[src/rtl/seg7_scan_mux.sv]
// Time-multiplexed 7-segment display scanner. A prescaler walks through
// NUM_DIGITS slots of SCAN_DIV clocks each. Each slot starts with a blanking
// window of BLANK_CYC clocks. Digit data is latched into shadow registers
// once per frame, so the inputs can change mid-frame without tearing.
module seg7_scan_mux #(
  parameter int NUM_DIGITS = 4,
  parameter int SCAN_DIV   = 100000,
  parameter int BLANK_CYC  = 2000,
  parameter int ACTIVE_LOW = 1
) (
  input  logic                      clk,
  input  logic                      reset,
  input  logic [7*NUM_DIGITS-1:0]   seg7_in,
  input  logic [NUM_DIGITS-1:0]     dp_in,
  input  logic [NUM_DIGITS-1:0]     digit_en,
  output logic [6:0]                seg7out,
  output logic                      dp_out,
  output logic [NUM_DIGITS-1:0]     anode,
  output logic                      frame_start
);

  localparam int CNT_W = $clog2(SCAN_DIV);
  localparam int IDX_W = $clog2(NUM_DIGITS);
  localparam logic [CNT_W-1:0] LAST_CNT  = CNT_W'(SCAN_DIV - 1);
  localparam logic [CNT_W-1:0] BLANK_END = CNT_W'(BLANK_CYC);
  localparam logic [IDX_W-1:0] LAST_IDX  = IDX_W'(NUM_DIGITS - 1);
  localparam logic             POL       = (ACTIVE_LOW != 0);

  generate
    if (BLANK_CYC < 0 || BLANK_CYC >= SCAN_DIV) begin : g_bad_blank
      $error("seg7_scan_mux: BLANK_CYC must satisfy 0 <= BLANK_CYC < SCAN_DIV");
    end
    if (SCAN_DIV < 4) begin : g_bad_div
      $error("seg7_scan_mux: SCAN_DIV must be at least 4");
    end
    if (NUM_DIGITS < 2 || NUM_DIGITS > 8) begin : g_bad_digits
      $error("seg7_scan_mux: NUM_DIGITS must be in 2..8");
    end
  endgenerate

  logic [CNT_W-1:0]            cnt;
  logic [IDX_W-1:0]            idx;
  logic                        load_pending;
  logic [NUM_DIGITS-1:0][6:0]  sh_seg;
  logic [NUM_DIGITS-1:0]       sh_dp;
  logic [NUM_DIGITS-1:0]       sh_en;

  logic end_slot;
  logic end_frame;
  logic load;

  assign end_slot  = (cnt == LAST_CNT);
  assign end_frame = end_slot && (idx == LAST_IDX);
  assign load      = end_frame || load_pending;

  // Prescaler and digit index; the frame period does not depend on digit_en.
  always_ff @(posedge clk) begin
    if (reset) begin
      cnt          <= '0;
      idx          <= '0;
      load_pending <= 1'b1;
    end else begin
      load_pending <= 1'b0;
      if (end_slot) begin
        cnt <= '0;
        idx <= end_frame ? '0 : idx + 1'b1;
      end else begin
        cnt <= cnt + 1'b1;
      end
    end
  end

  // Shadow capture at the frame boundary and on the first clock out of reset.
  always_ff @(posedge clk) begin
    if (reset) begin
      sh_seg <= '0;
      sh_dp  <= '0;
      sh_en  <= '0;
    end else if (load) begin
      sh_seg <= seg7_in;
      sh_dp  <= dp_in;
      sh_en  <= digit_en;
    end
  end

  logic [6:0]            seg_nxt;
  logic                  dp_nxt;
  logic [NUM_DIGITS-1:0] an_nxt;
  logic                  fs_nxt;
  logic                  show;

  // Active-high drive for the current (idx, cnt) state. The cycle that is
  // still loading the shadow is forced blank so stale data never reaches the
  // pins, even when BLANK_CYC is 0.
  always_comb begin
    seg_nxt = '0;
    dp_nxt  = 1'b0;
    an_nxt  = '0;
    show    = !load_pending && (cnt >= BLANK_END) && sh_en[idx];
    fs_nxt  = (cnt == '0) && (idx == '0);
    if (show) begin
      an_nxt[idx] = 1'b1;
      seg_nxt     = sh_seg[idx];
      dp_nxt      = sh_dp[idx];
    end
  end

  // Output register with pin polarity applied.
  always_ff @(posedge clk) begin
    if (reset) begin
      seg7out     <= {7{POL}};
      dp_out      <= POL;
      anode       <= {NUM_DIGITS{POL}};
      frame_start <= 1'b0;
    end else begin
      seg7out     <= seg_nxt ^ {7{POL}};
      dp_out      <= dp_nxt ^ POL;
      anode       <= an_nxt ^ {NUM_DIGITS{POL}};
      frame_start <= fs_nxt;
    end
  end

endmodule
[config.mk]
export PLATFORM = sky130hd
export DESIGN_NAME = seg7_scan_mux
export DESIGN_NICKNAME = d
export VERILOG_FILES = /design/src/rtl/seg7_scan_mux.sv
export SDC_FILE = /design/constraint.sdc
export NUM_CORES = 1
export LEC_CHECK = 0
export CORE_ASPECT_RATIO = 1.4
export CORE_UTILIZATION = 50
export CTS_CLUSTER_DIAMETER = 50
export DETAILED_ROUTE_END_ITERATION = 6
export PLACE_DENSITY = 0.77
export SYNTH_ARGS = -nofsm -noshare
export SYNTH_HDL_FRONTEND = slang
export SYNTH_SLANG_ARGS = --single-unit
[constraint.sdc]
create_clock -name clk -period 2.5 [get_ports clk]
set_input_delay 0.5 -clock clk [delete_from_list [all_inputs] [get_ports clk]]
set_output_delay 0.5 -clock clk [all_outputs]
set_load 0.005 [all_outputs]
== Word level (Yosys, flattened, before mapping) ==
Index checks and enable logic that the tools add are counted.

* Multiplexer cells: 13
* Bitwise gates (word level): 3
* Magnitude comparators: 3
* Add/subtract/negate cells: 2
* Reductions and logical operators: 10
* Eq/ne operators: 2

{| class="wikitable"
|+ Operators by type and width
! operator !! number
|-
| adder 17 x 1 -> 17 bit, second input constant || 1
|-
| equality test 17 bit, second input constant || 1
|-
| greater-or-equal comparator 17 x 11 -> 1 bit, second input constant || 1
|-
| zero test 17 bit || 1
|-
| binary-select mux 7 bit (select 2 bit) || 1
|-
| 2-to-1 mux 7 bit || 2
|-
| inverter 7 bit || 1
|-
| logical AND 1 bit || 5
|-
| 2-to-1 mux 1 bit || 5
|-
| binary-select mux 1 bit (select 2 bit) || 2
|-
| 2-to-1 mux 4 bit || 1
|-
| inverter 4 bit || 1
|-
| less-than comparator 2 x 3 -> 1 bit, second input constant || 1
|-
| adder 2 x 1 -> 2 bit, second input constant || 1
|-
| demux 1 bit (select 2 bit) || 1
|-
| equality test 2 bit, second input constant || 1
|-
| greater-or-equal comparator 2 x 1 -> 1 bit, second input constant || 1
|-
| zero test 2 bit || 1
|-
| 2-to-1 mux 2 bit || 1
|-
| OR reduction 2 bit || 1
|-
| zero test 1 bit || 1
|-
| logical OR 1 bit || 1
|-
| inverter 1 bit || 1
|}

* Output and inout bits: 13
* Input bits: 38
* Logic and storage cells: 46
* Bits in registers: 69

== Logic depth before layout (Yosys ltp) ==
Gate-level depths: netlist of the first run.

* Depth after elaboration: 6
* Depth in mapped cells: 7
* Gate-level depth less buffers: 6

== Least setup slack after synthesis of the first run ==
OpenSTA, ideal clock, no wires.

* Kind: flip-flop to flip-flop
* Start: register cnt[13]
* End: register idx[0]
* Cell stages (with the launch flop): 5
* Slack: 585 ps
* Arrival time: 1845 ps
* Clock period less this slack: 1915 ps
* Required time: 2430 ps
* Library setup time: 70 ps
* Path buffers: 0
* Cells stage by stage: dfxtp_1 or4_4 or3_4 or4_1 a21oi_1

* Longest elaborated chain between the ends: 3

{| class="wikitable"
|+ RTL lines
! what !! line !! RTL
|-
| from (decl) || 41 || <nowiki>logic [CNT_W-1:0] cnt;</nowiki>
|-
| from (signal assigned) || 68 || <nowiki>cnt <= cnt + 1'b1;</nowiki>
|-
| equality test 17 bit * || 52 || <nowiki>assign end_slot = (cnt == LAST_CNT);</nowiki>
|-
| logical AND 1 bit || 53 || <nowiki>assign end_frame = end_slot && (idx == LAST_IDX);</nowiki>
|-
| 2-to-1 mux 2 bit || 66 || <nowiki>idx <= end_frame ? '0 : idx + 1'b1;</nowiki>
|-
| to (signal assigned) || 66 ||
|-
| to (decl) || 42 || <nowiki>logic [IDX_W-1:0] idx;</nowiki>
|}

Mark *: on every way between the ends. The rest lies on a longest branch, timed or not.
A chain may end at the register's enable or synchronous reset.

== Final worst setup path of the first run ==
* Start: register cnt[13]
* End: register sh_seg[22] (netlist bit)

* Longest elaborated chain between the ends: 3

{| class="wikitable"
|+ RTL lines
! what !! line !! RTL
|-
| equality test 17 bit || 52 ||
|-
| logical AND 1 bit || 53 ||
|-
| logical OR 1 bit || 54 || <nowiki>assign load = end_frame || load_pending;</nowiki>
|-
| to (signal assigned) || 80 || <nowiki>sh_seg <= seg7_in;</nowiki>
|-
| to (decl) || 44 || <nowiki>logic [NUM_DIGITS-1:0][6:0] sh_seg;</nowiki>
|}

No other way between the ends.

==> results of run 1 <==
## path summary, 6_finish.rpt
path         cells past startpoint    endpoint  slack [ns]
max                              5  sh_seg[22]        0.33
min                              1      cnt[0]        0.47
max reg2reg                      5  sh_seg[22]        0.33
min reg2reg                      1      cnt[0]        0.47
## cells by family after synthesis
logic type                 Yosys count  share of synthesized area
AOI/OAI and AO/OA                   12                     0.0230
xor gates and xnor gates            13                     0.0362
adders and majority gates            6                     0.0238
buffers and inverters               25                     0.0373
DFF                                 69                      0.439
muxes                               45                      0.179
and+or+nand+nor                    143                      0.262
## cells in the mapped netlist (all sizes together)
cell      n  area share
nor3      5      0.0079
ha        6       0.024
o31ai     1      0.0024
dfxtp    69        0.44
o21ai     3      0.0048
nor2b     1      0.0020
mux2i    36        0.11
or4       3      0.0087
and2      2      0.0040
inv       7      0.0083
nand3b    2      0.0048
nor4b     2      0.0056
mux4      9       0.064
and4      2      0.0056
nor3b     1      0.0024
a21oi     4      0.0064
xor2      4       0.011
nand2    16       0.019
nor4      3      0.0060
or3       2      0.0056
o21a      1      0.0024
xnor2     9       0.025
a31oi     1      0.0020
nand2b   73        0.15
nand4     5      0.0099
nand3     7       0.011
a21o      1      0.0024
clkbuf   12       0.014
nor2     17       0.020
a2111oi   1      0.0028
buf       6       0.015
and3      2      0.0044
## cells in the final DEF (no fill, tap or decap), types with 2 or more instances in the layout
| cell type | instances |
|---|---|
| sky130_fd_sc_hd__clkdlybuf4s50_1 | 49 |
| sky130_fd_sc_hd__nand2_1 | 16 |
| sky130_fd_sc_hd__mux4_2 | 9 |
| sky130_fd_sc_hd__dfxtp_1 | 69 |
| sky130_fd_sc_hd__and4_1 | 2 |
| sky130_fd_sc_hd__a21oi_1 | 4 |
| sky130_fd_sc_hd__xor2_1 | 4 |
| sky130_fd_sc_hd__nand2b_1 | 73 |
| sky130_fd_sc_hd__nand4_1 | 5 |
| sky130_fd_sc_hd__inv_1 | 7 |
| sky130_fd_sc_hd__nand3b_1 | 2 |
| sky130_fd_sc_hd__nand3_1 | 7 |
| sky130_fd_sc_hd__nor3_1 | 5 |
| sky130_fd_sc_hd__mux2i_1 | 36 |
| sky130_fd_sc_hd__ha_1 | 6 |
| sky130_fd_sc_hd__nor4_1 | 3 |
| sky130_fd_sc_hd__xnor2_1 | 9 |
| sky130_fd_sc_hd__clkbuf_8 | 12 |
| sky130_fd_sc_hd__buf_4 | 7 |
| sky130_fd_sc_hd__clkinv_2 | 3 |
| sky130_fd_sc_hd__nor2_1 | 17 |
| sky130_fd_sc_hd__o21ai_0 | 3 |
| sky130_fd_sc_hd__and2_1 | 2 |
## critical path, cell delays in order, from the launching register on
cell and delay, ns:
sky130_fd_sc_hd__dfxtp_1 0.35, sky130_fd_sc_hd__or4_4 0.56, sky130_fd_sc_hd__nor3_1 0.46, sky130_fd_sc_hd__a31oi_4 0.13, sky130_fd_sc_hd__buf_4 0.34, sky130_fd_sc_hd__mux2i_1 0.19
## power breakdown
part           switching, mW  total, mW  internal (mW)  leakage, nW
clock                  0.394      0.931          0.537        0.112
sequential            0.0245       1.17           1.14        0.565
combinational         0.0747      0.200          0.126        0.819
## state kept, by name (all words and copies together), names as in the netlist
signal	count
sh_seg	28
cnt	17
seg7out	7
anode	4
sh_dp	4
sh_en	4
idx	2
dp_out	1
frame_start	1
load_pending	1
## per-layer routing
metal / GRT usage / vias to the layer above / share of wire / wire, um
met5: 0 / - / 0 / 0
met4: 0.121 / 0 / 0.024 / 143
met3: 0.0314 / 13 / 0.026 / 157
met2: 0.360 / 39 / 0.53 / 3230
met1: 0.209 / 1073 / 0.42 / 2510
li1: - / 1156 / - / -
## layout make-up
class                   instances  area (um2)  area share
multi-input cells             219        1670       0.426
well taps                      70        87.6      0.0223
clock buffers                  12         165      0.0421
inverters                       7        26.3     0.00669
repair buffers                 57         548       0.140
clock inverters                 4        45.0      0.0115
flip-flops and latches         69        1380       0.352
## per-stage QoR
stage / worst slack [ns] / cells
6_report: 0.332 / 438
3_3_place_gp: 0.407 / 422
2_1_floorplan: 0.585 / 313
3_5_place_dp: 0.329 / 422
4_1_cts: 0.321 / 438
5_1_grt: 0.193 / 438
==> out/results.ini, run 1 <==
[sta]
worst_clock_skew_ns = 0.00683
fmax_ghz = 0.461
worst_pin_slew_ns = 0.596
final-max-slew-violation-count = 0
fin_crit_sh = 0.867
grt_setup_unrepaired = no
setup_viol = 0
final.setup.tns_ns = 0
worst_slew_margin_rel = 0.602
finalWorstPathRequiredPeriod_ns = 2.17
worst_hold_slack_ns = 0.472
final-hold-violation-count = 0

[placement]
place.port_buffers = 50
detailedPlacementHpwl_um = 4190
place_congestion = 0.786
place_area_um2 = 3710

[final_layout]
drive_above_1_share = 0.106
synthToLayoutAreaGrowth_pct = 24.6
n_fill_cell = 499
utilization = 0.660
nets = 407
antenna-diode-count = 0
design_area_um2 = 3930

[clocking]
cts.sinks = 69
clk_pin_slew_worst_paths_ns = 0.07
holdBufCountCts = 0
ctsRootBufferMaster = sky130_fd_sc_hd__clkbuf_8
cts-resized-gates = 0
cts_inserted_buffers = 9
post_cts_setup_buffers = 0
tritoncts = built
worstSkewPairLatency_ns = 0.34
max_root_sink_buffers = 2
htree_num_levels = 3

[setup_path]
cp_startpoint = cnt[13]
worst-setup-path-type = reg -> reg
regToRegStartpoint = cnt[13]
worst-endpoint-required_ns = 2.70
endpoint_kind = flip-flop
critical_path.max_fanout = 36
cp-start-kind = flip-flop
worst-endpoint-arrival_ns = 2.36

[floorplanning]
core-area_um2 = 5950
die_height_um = 95.9
die_area_um2 = 6620
chipWidth_um = 69.1
top_level_ports = 51
initial_utilization = 0.530
rows = 33

[drt]
detail-route-antenna-nets = 0
detailedRoute.firstPassIterationCount = 4
drt_wl_total_um = 6040
wl_per_cell_um = 13.8
vias_per_cell = 5.21
drcViolationCount = 0
route.vias.total = 2281
dr.first_iter.drc_count = 144

[global_route]
antenna_found_initial = 0
grt_start_max_net_pins = 43
vias_in_the_first_global_route = 2266
grt_pass1_wl_um = 10000
gr-total-overflow = 0
grt_util_all_layers = 0.195

[logic_synthesis]
ys_warn_count = 0
syn-mean-instance-area_um2 = 10.1
synth.lib_cells_used.distinct = 38
synth.yosys.seq_area_share = 0.439
synthesis.nets = 357
mappedNetlistArea_um2 = 3150
ys_ff_latch = 69
postSynthCellCount = 313

[power_and_ir_drop]
power_density_nw_per_um2 = 586
max-vdd-ir-drop_mv = 0.443
report.power.total_mw = 2.30
total_leakage_power_nw = 1.50

[run]
maxCapViolations = 0

[hold_path]
timing.hold.worst.start = cnt[0]
worst_hold_path_type = reg -> reg

[run_status]
status = finished clean

No activity file was read; power rests on OpenSTA's default activity.
==> run 2, diff against run 1 <==
--- a/config.mk
+++ b/config.mk
@@ -5,11 +5,14 @@
 export SDC_FILE = /design/constraint.sdc
 export NUM_CORES = 1
 export LEC_CHECK = 0
+export CELL_PAD_IN_SITES_DETAIL_PLACEMENT = 1
+export CELL_PAD_IN_SITES_GLOBAL_PLACEMENT = 1
 export CORE_ASPECT_RATIO = 1.4
-export CORE_UTILIZATION = 50
+export CORE_UTILIZATION = 41
 export CTS_CLUSTER_DIAMETER = 50
 export DETAILED_ROUTE_END_ITERATION = 6
-export PLACE_DENSITY = 0.77
+export HOLD_SLACK_MARGIN = 0.15
+export PLACE_DENSITY = 0.81
 export SYNTH_ARGS = -nofsm -noshare
 export SYNTH_HDL_FRONTEND = slang
 export SYNTH_SLANG_ARGS = --single-unit
==> out/results.ini, run 2 (synthesis results as in run 1) <==
[global_route]
gr-total-overflow = 0  ; unchanged
antenna_found_initial = 0  ; unchanged
vias_in_the_first_global_route = 2673  ; +18%
grt_pass1_wl_um = 12700  ; +27%
grt_util_all_layers = 0.206  ; +0.0103
grt_start_max_net_pins = 37  ; -14%

[floorplanning]
core-area_um2 = 7410  ; +25%
initial_utilization = 0.425  ; -0.105
top_level_ports = 51  ; unchanged
rows = 37  ; +12%
chipWidth_um = 76.1  ; +10%
die_height_um = 106  ; +10%
die_area_um2 = 8040  ; +21%

[final_layout]
max_flop_register = sh_seg
mostFrequentLayoutCell = sky130_fd_sc_hd__nand2b_1
synthToLayoutAreaGrowth_pct = 26.3
nets = 409  ; +0.49%
design_area_um2 = 3980  ; +1.3%
n_fill_cell = 832  ; +67%
largest_register_ff_count = 28  ; unchanged
utilization = 0.537  ; -0.123
most-common-layout-cells = 73 x sky130_fd_sc_hd__nand2b_1, 69 x sky130_fd_sc_hd__dfxtp_1, 49 x sky130_fd_sc_hd__clkdlybuf4s50_1
reg_top3 = sh_seg: 28 flops, cnt: 17 flops, seg7out: 7 flops
drive_above_1_share = 0.108  ; +0.00242
antenna-diode-count = 0  ; unchanged

[setup_path]
worst-setup-path-type = reg -> reg
worst-endpoint-arrival_ns = 2.39  ; +0.03 ns
endpoint_kind = flip-flop
worst-endpoint-required_ns = 2.70  ; about the same
critical_path.max_fanout = 36  ; unchanged
cp-start-kind = flip-flop

[clocking]
cts_inserted_buffers = 9  ; unchanged
cts-resized-gates = 0  ; unchanged
tritoncts = built
ctsRootBufferMaster = sky130_fd_sc_hd__clkbuf_8
clk_pin_slew_worst_paths_ns = 0.07  ; about the same
max_root_sink_buffers = 2  ; unchanged
holdBufCountCts = 0  ; unchanged
worstSkewPairLatency_ns = 0.35  ; about the same
post_cts_setup_buffers = 0  ; unchanged
htree_num_levels = 3  ; unchanged
cts.sinks = 69  ; unchanged

[sta]
worst_pin_slew_ns = 0.797  ; +0.200 ns
setup_viol = 0  ; unchanged
fin_crit_sh = 0.878  ; +0.0105
final-hold-violation-count = 0  ; unchanged
grt_setup_unrepaired = no
final.setup.tns_ns = 0  ; unchanged
finalWorstPathRequiredPeriod_ns = 2.19  ; +0.0264 ns
fmax_ghz = 0.456  ; -1.2%
worst_slew_margin_rel = 0.455  ; -0.147
final-max-slew-violation-count = 0  ; unchanged
worst_clock_skew_ns = 0.00893  ; +0.00210 ns

[power_and_ir_drop]
power_density_nw_per_um2 = 596  ; +1.8%
max-vdd-ir-drop_mv = 0.290  ; -35%
internal_power_mw = 1.82  ; +1.0%
switching_pwr_mw = 0.546  ; +11%
part_of_the_power_in_combinational_logic = 0.088  ; about the same
swShare = 0.230  ; +0.0158
total_leakage_power_nw = 1.50  ; about the same
power_frac_clock = 0.419  ; +0.014
power.sequential.fraction = 0.493  ; -0.015

[drt]
detailedRoute.firstPassIterationCount = 4  ; unchanged
drcViolationCount = 0  ; unchanged
dr.first_iter.drc_count = 96  ; -33%
detail-route-antenna-nets = 0  ; unchanged
vias_per_cell = 5.15  ; -1.2%
route.vias.total = 2398  ; +5.1%
wl_per_cell_um = 16.4  ; +19%
drt_wl_total_um = 7670  ; +27%

[placement]
place_congestion = 0.796  ; +1.3%
place.port_buffers = 50  ; unchanged
detailedPlacementHpwl_um = 5220  ; +25%
place_area_um2 = 3760  ; +1.3%

[run_status]
status = finished clean

[run]
maxCapViolations = 0  ; unchanged

[hold_path]
worst_hold_path_type = reg -> reg

==> run 2: cell count changes in the layout (fill, tap and decap cells not counted), sizes merged <==
cell      change
bufinv        +1
buf           +2
clkbuf        -3
clkinv        -1
clkinvlp      +2
==> run 2: path summary, 6_finish.rpt <==
check | slack [ns] | endpoint | depth (start not counted) | from
min reg2reg | 0.48 | sh_dp[3] | 2 | sh_dp[3]
max reg2reg | 0.31 | sh_en[2] | 5 | cnt[13]
max | 0.31 | sh_en[2] | 5 | cnt[13]
min | 0.48 | sh_dp[3] | 2 | sh_dp[3]
==> run 2: metrics by stage <==
stage / total power, mW / setup WS (ns) / hold WS [ns] / std cells
6_report: 2.37 / 0.306 / 0.478 / 466
5_1_grt: 2.46 / 0.127 / 0.496 / 466
4_1_cts: 2.40 / 0.302 / 0.484 / 466
3_5_place_dp: 1.40 / 0.320 / 0.472 / 451
3_3_place_gp: 1.39 / 0.383 / 0.458 / 451
2_1_floorplan: 1.31 / 0.585 / 0.438 / 313
==> run 2: area by class of cell <==
type	instances	area, um2	share of cell area
inverters	7	26.3	0.00661
well taps	97	121	0.0305
multi-input cells	219	1670	0.420
clock inverters	6	88.8	0.0223
flip-flops and latches	69	1380	0.347
repair buffers	59	563	0.142
clock buffers	9	124	0.0312
==> run 2: metal layers <==
layer,global-route usage,share of wire,up-vias
met2,0.392,0.54,50
met5,0,0,-
met4,0.0838,0.020,0
met3,0.0476,0.034,13
met1,0.213,0.41,1172
li1,-,-,1163
==> run 2: power by group through the flow <==
stage / clock network (mW) / registers, mW / logic (mW)
after floorplan: 0 / 1.18 / 0.122
after global routing: 1.06 / 1.17 / 0.226
after CTS: 1.02 / 1.17 / 0.211
final: 0.994 / 1.17 / 0.208
after detailed placement: 0 / 1.19 / 0.208
after global placement: 0 / 1.19 / 0.200
==> run 2: critical path, stage by stage (launching register included) <==
cell                      delay [ns]
sky130_fd_sc_hd__dfxtp_1        0.35
sky130_fd_sc_hd__or4_4          0.57
sky130_fd_sc_hd__nor3_1         0.45
sky130_fd_sc_hd__a31oi_4        0.13
sky130_fd_sc_hd__buf_4          0.34
sky130_fd_sc_hd__mux2i_1        0.20
==> variant 1, RTL diff (flow settings as in run 1) <==
The parameter `SCAN_DIV` goes from 100000 to 50000.
--- a/src/rtl/seg7_scan_mux.sv
+++ b/src/rtl/seg7_scan_mux.sv
@@ -6,3 +6,3 @@
   parameter int NUM_DIGITS = 4,
-  parameter int SCAN_DIV   = 100000,
+  parameter int SCAN_DIV   = 50000,
   parameter int BLANK_CYC  = 2000,
Function: no difference found for any inputs over 10 cycles, from zero or initial values and one cycle with reset high; that may be too few to reach the edited logic, so the function may still have changed.
==> variant 1 against run 1 <==
  * Worst setup slack gained 0.044 ns
  * Clock skew is essentially flat
  * Synthesized area shrank 0.40%
  * Die area shrank 0.39%
  * Design area shrank 1.9%
  * Total power shrank 2.9%
  * Core utilization shrank 1.3 points
  * Global-route usage grew 0.50 points
  * Sequential cell count shrank 1
  * Routed wire length shrank 4.3%
  * Synthesized cell count shrank 3.2%
  * Highest routed layer unchanged
  * Critical path type unchanged
==> variant 1: results <==
export IMPL_routabilityCongestion=0.748
export IMPL_worstHoldStart="sh_seg[14]$_SDFFE_PP0P_"
export IMPL_syn_avg_cell_area_um2=10.4
export IMPL_met2_usage_pct=32.9
export IMPL_drive_gt1_share_pct=11.2
export IMPL_reg_largest_list="sh_seg (28), cnt (16), seg7out (7)"
export IMPL_grt_pass1_wl_um=9580
export IMPL_skew_ns=0.00649
export IMPL_hold_ws_ns=0.474
export IMPL_gr_usage_met1_pct=23.9
export IMPL_ys_types=37
export IMPL_wirelength_um=5780
export IMPL_whs_path_depth=2
export IMPL_via_per_inst=5.14
export IMPL_timing_rr_end="sh_seg[2]$_SDFFE_PP0P_"
export IMPL_r2r_slack_ns=0.38
export IMPL_groute_usage_overall_pct=20.0
export IMPL_regArea_um2=1360
export IMPL_pre_cts_slack_ns=0.385
export IMPL_fillerInstances=502
export IMPL_r2r_start="cnt[4]$_SDFF_PP0_"
export IMPL_p_leak_nw=1.47
export IMPL_hpwl_um=4070
export IMPL_maxSlewHeadroom_pct=64.0
export IMPL_ir_drop_mv=0.372
export IMPL_globalRouteMet3Util_pct=4.27
export IMPL_synth_area_leaders="dfxtp_1 (43%), nand2b_1 (14%), mux2i_1 (12%), mux4_2 (6.5%), nor2_1 (2.5%)"
export IMPL_critPathArrivalTime_ns=2.34
export IMPL_fin_nets=398
export IMPL_synthesis_nets=347
export IMPL_crit_fanout=17
export IMPL_synth_compound_area_share_pct=1.20
export IMPL_drt_iter0_drc=66
export IMPL_dr_wl_met2_um=2950
export IMPL_status="finished clean"
export IMPL_synthAdderAreaFrac_pct=2.39
-- variant 1: cell types whose count changed in the layout (fill, tap and decap cells not counted), moves of 2 or more --
cell	before	now
mux2i_1	36	38
and4_1	2	0
nor2_1	17	21
nand3b_1	2	0
o21ai_0	3	1
and2_1	2	0
a21oi_1	4	1
clkinv_2	3	1
-- variant 1: power groups by stage --
| stage | clock, mW | combinational (mW) | sequential, mW |
|---|---|---|---|
| 4_1_cts | 0.909 | 0.202 | 1.15 |
| 3_3_place_gp | 0 | 0.197 | 1.18 |
| 2_1_floorplan | 0 | 0.132 | 1.17 |
| 5_1_grt | 0.953 | 0.221 | 1.16 |
| 3_5_place_dp | 0 | 0.202 | 1.18 |
| 6_report | 0.880 | 0.199 | 1.15 |
-- variant 1: area by class of cell --
cell class / count / area share [%]
inverters: 7 / 0.683
well taps: 70 / 2.28
clock inverters: 2 / 0.910
multi-input cells: 210 / 42.3
clock buffers: 12 / 4.03
repair buffers: 58 / 14.4
flip-flops and latches: 68 / 35.4
-- variant 1: worst max path at each step --
stage / slack, ns / from / cells after the start / to
global placement: 0.44 / cnt[4]$_SDFF_PP0_ / 5 / sh_seg[9]$_SDFFE_PP0P_
floorplan: 0.67 / cnt[4]$_SDFF_PP0_ / 6 / cnt[10]$_SDFF_PP0_
finish: 0.38 / cnt[4]$_SDFF_PP0_ / 5 / sh_seg[2]$_SDFFE_PP0P_
detailed placement: 0.39 / cnt[4]$_SDFF_PP0_ / 5 / sh_seg[2]$_SDFFE_PP0P_
CTS: 0.38 / cnt[4]$_SDFF_PP0_ / 5 / sh_seg[2]$_SDFFE_PP0P_
global route: 0.26 / cnt[4]$_SDFF_PP0_ / 5 / sh_seg[20]$_SDFFE_PP0P_
==> variant 2, RTL diff (settings of run 1) <==
Made on the original files. Reset style: asynchronous (`reset`), changed in 3 clocked blocks.
--- a/src/rtl/seg7_scan_mux.sv
+++ b/src/rtl/seg7_scan_mux.sv
@@ -56,3 +56,3 @@
   // Prescaler and digit index; the frame period does not depend on digit_en.
-  always_ff @(posedge clk) begin
+  always_ff @(posedge clk or posedge reset) begin
     if (reset) begin
@@ -73,3 +73,3 @@
   // Shadow capture at the frame boundary and on the first clock out of reset.
-  always_ff @(posedge clk) begin
+  always_ff @(posedge clk or posedge reset) begin
     if (reset) begin
@@ -108,3 +108,3 @@
   // Output register with pin polarity applied.
-  always_ff @(posedge clk) begin
+  always_ff @(posedge clk or posedge reset) begin
     if (reset) begin
Function: differs if reset is asserted again (counterexample within 4 cycles, from zero or initial values and one cycle with reset high); with reset held inactive, the same outputs for 10 cycles.
==> variant 2 against run 1 <==
  * Cell count is 21% lower
  * Worst setup slack better by 0.093 ns
  * Design area fell by 2.7%
  * Synthesized area down 3.6%
  * First-iteration DRC count is 35% lower
  * Total power is 3.9% lower
  * Sequential cell count unchanged
  * Routed wire length down 8.6%
  * Synthesized cell count down 30%
  * Clock power shrank 13%
  * Critical path type unchanged
  * Clock skew is 0.0019 ns lower
  * Hold slack better by 0.031 ns
==> variant 2: results <==
export IMPL_clk_share_pct=4.75
export IMPL_status="finished clean"
export IMPL_synthAdderAreaFrac_pct=2.47
export IMPL_maxSlewHeadroom_pct=35.1
export IMPL_via_per_inst=5.47
export IMPL_critPathArrivalTime_ns=2.34
export IMPL_p_sw_uw=463
export IMPL_r2r_start="cnt[11]$_DFF_PP0_"
export IMPL_fin_nets=316
export IMPL_post_drt_wl_per_cell_um=15.9
export IMPL_crit_fanout=4
export IMPL_pre_cts_slack_ns=0.436
export IMPL_buffer_area_share_pct=14.7
export IMPL_synthTopCellsByCount="dfrtp_1 (56), mux2_2 (36), nand2_1 (16), dfstp_2 (13), mux4_2 (9)"
export IMPL_synthCells=218
export IMPL_skew_ns=0.00488
export IMPL_hpwl_um=3900
export IMPL_timing_rr_end="idx[0]$_DFFE_PP0N_"
export IMPL_fillerInstances=437
export IMPL_synth_xor_area_share_pct=3.75
export IMPL_ir_drop_mv=0.375
export IMPL_synth_area_leaders="dfrtp_1 (46%), mux2_2 (13%), dfstp_2 (11%), mux4_2 (6.7%), ha_1 (2.5%)"
export IMPL_ys_flop_type="dfrtp_1"
export IMPL_area_delta_synth_final_pct=25.8
export IMPL_p_leak_nw=1.55
export IMPL_met2_usage_pct=32.2
export IMPL_synth_compound_area_share_pct=2.14
export IMPL_groute_usage_overall_pct=21.0
export IMPL_buffers_excl_clock=55
export IMPL_drt_iter0_drc=93
export IMPL_ys_types=42
export IMPL_multi_input_comb_cells=132
export IMPL_hold_path_end="sh_seg[22]$_DFFE_PP0P_"
export IMPL_synthesis_nets=262
export IMPL_synthMuxAreaShare_pct=20.0
export IMPL_multi_input_area_um2=1220
export IMPL_drive_gt1_share_pct=31.4
export IMPL_stdcell_count=347
export IMPL_seq_area_share_pct=45.6
[variant 2: per-stage QoR]
step | utilization [%] | instance area [um2] | hold WS, ns | power [mW]
after floorplan | - | 3040 | 0.468 | 1.32
after detailed placement | 62.0 | 3640 | 0.492 | 1.42
final | 65.1 | 3820 | 0.503 | 2.21
after CTS | 65.1 | 3820 | 0.507 | 2.24
after global placement | 62.0 | 3640 | 0.484 | 1.41
after global routing | 65.1 | 3820 | 0.519 | 2.30
[variant 2: metal layers]
layer / share of wire [%] / wire length (um)
met2: 51 / 2840
met1: 40 / 2190
met5: 0 / 0
met4: 4.2 / 232
met3: 4.7 / 262
[variant 2: how the worst max path moves through the flow]
stage                      startpoint                    to  slack, ns
floorplan                       reset      cnt[0]$_DFF_PP0_       0.28
global placement    cnt[11]$_DFF_PP0_    idx[0]$_DFFE_PP0N_       0.45
detailed placement  cnt[11]$_DFF_PP0_    idx[1]$_DFFE_PP0N_       0.44
CTS                 cnt[11]$_DFF_PP0_    idx[0]$_DFFE_PP0N_       0.42
global route         cnt[7]$_DFF_PP0_  seg7out[5]$_DFF_PP1_       0.26
finish              cnt[11]$_DFF_PP0_    idx[0]$_DFFE_PP0N_       0.43
[variant 2: power by group through the flow]
stage,Combinational [mW],Clock (mW),Sequential [mW]
3_5_place_dp,0.188,0,1.23
2_1_floorplan,0.108,0,1.21
5_1_grt,0.203,0.879,1.22
3_3_place_gp,0.184,0,1.23
6_report,0.183,0.814,1.21
4_1_cts,0.188,0.842,1.21
[variant 2: logic make-up after synthesis]
group                      Yosys count
muxes                               45
xor gates and xnor gates            13
adders and majority gates            6
AOI/OAI and AO/OA                    9
buffers and inverters               17
other                                1
and+or+nand+nor                     58
DFF                                 69
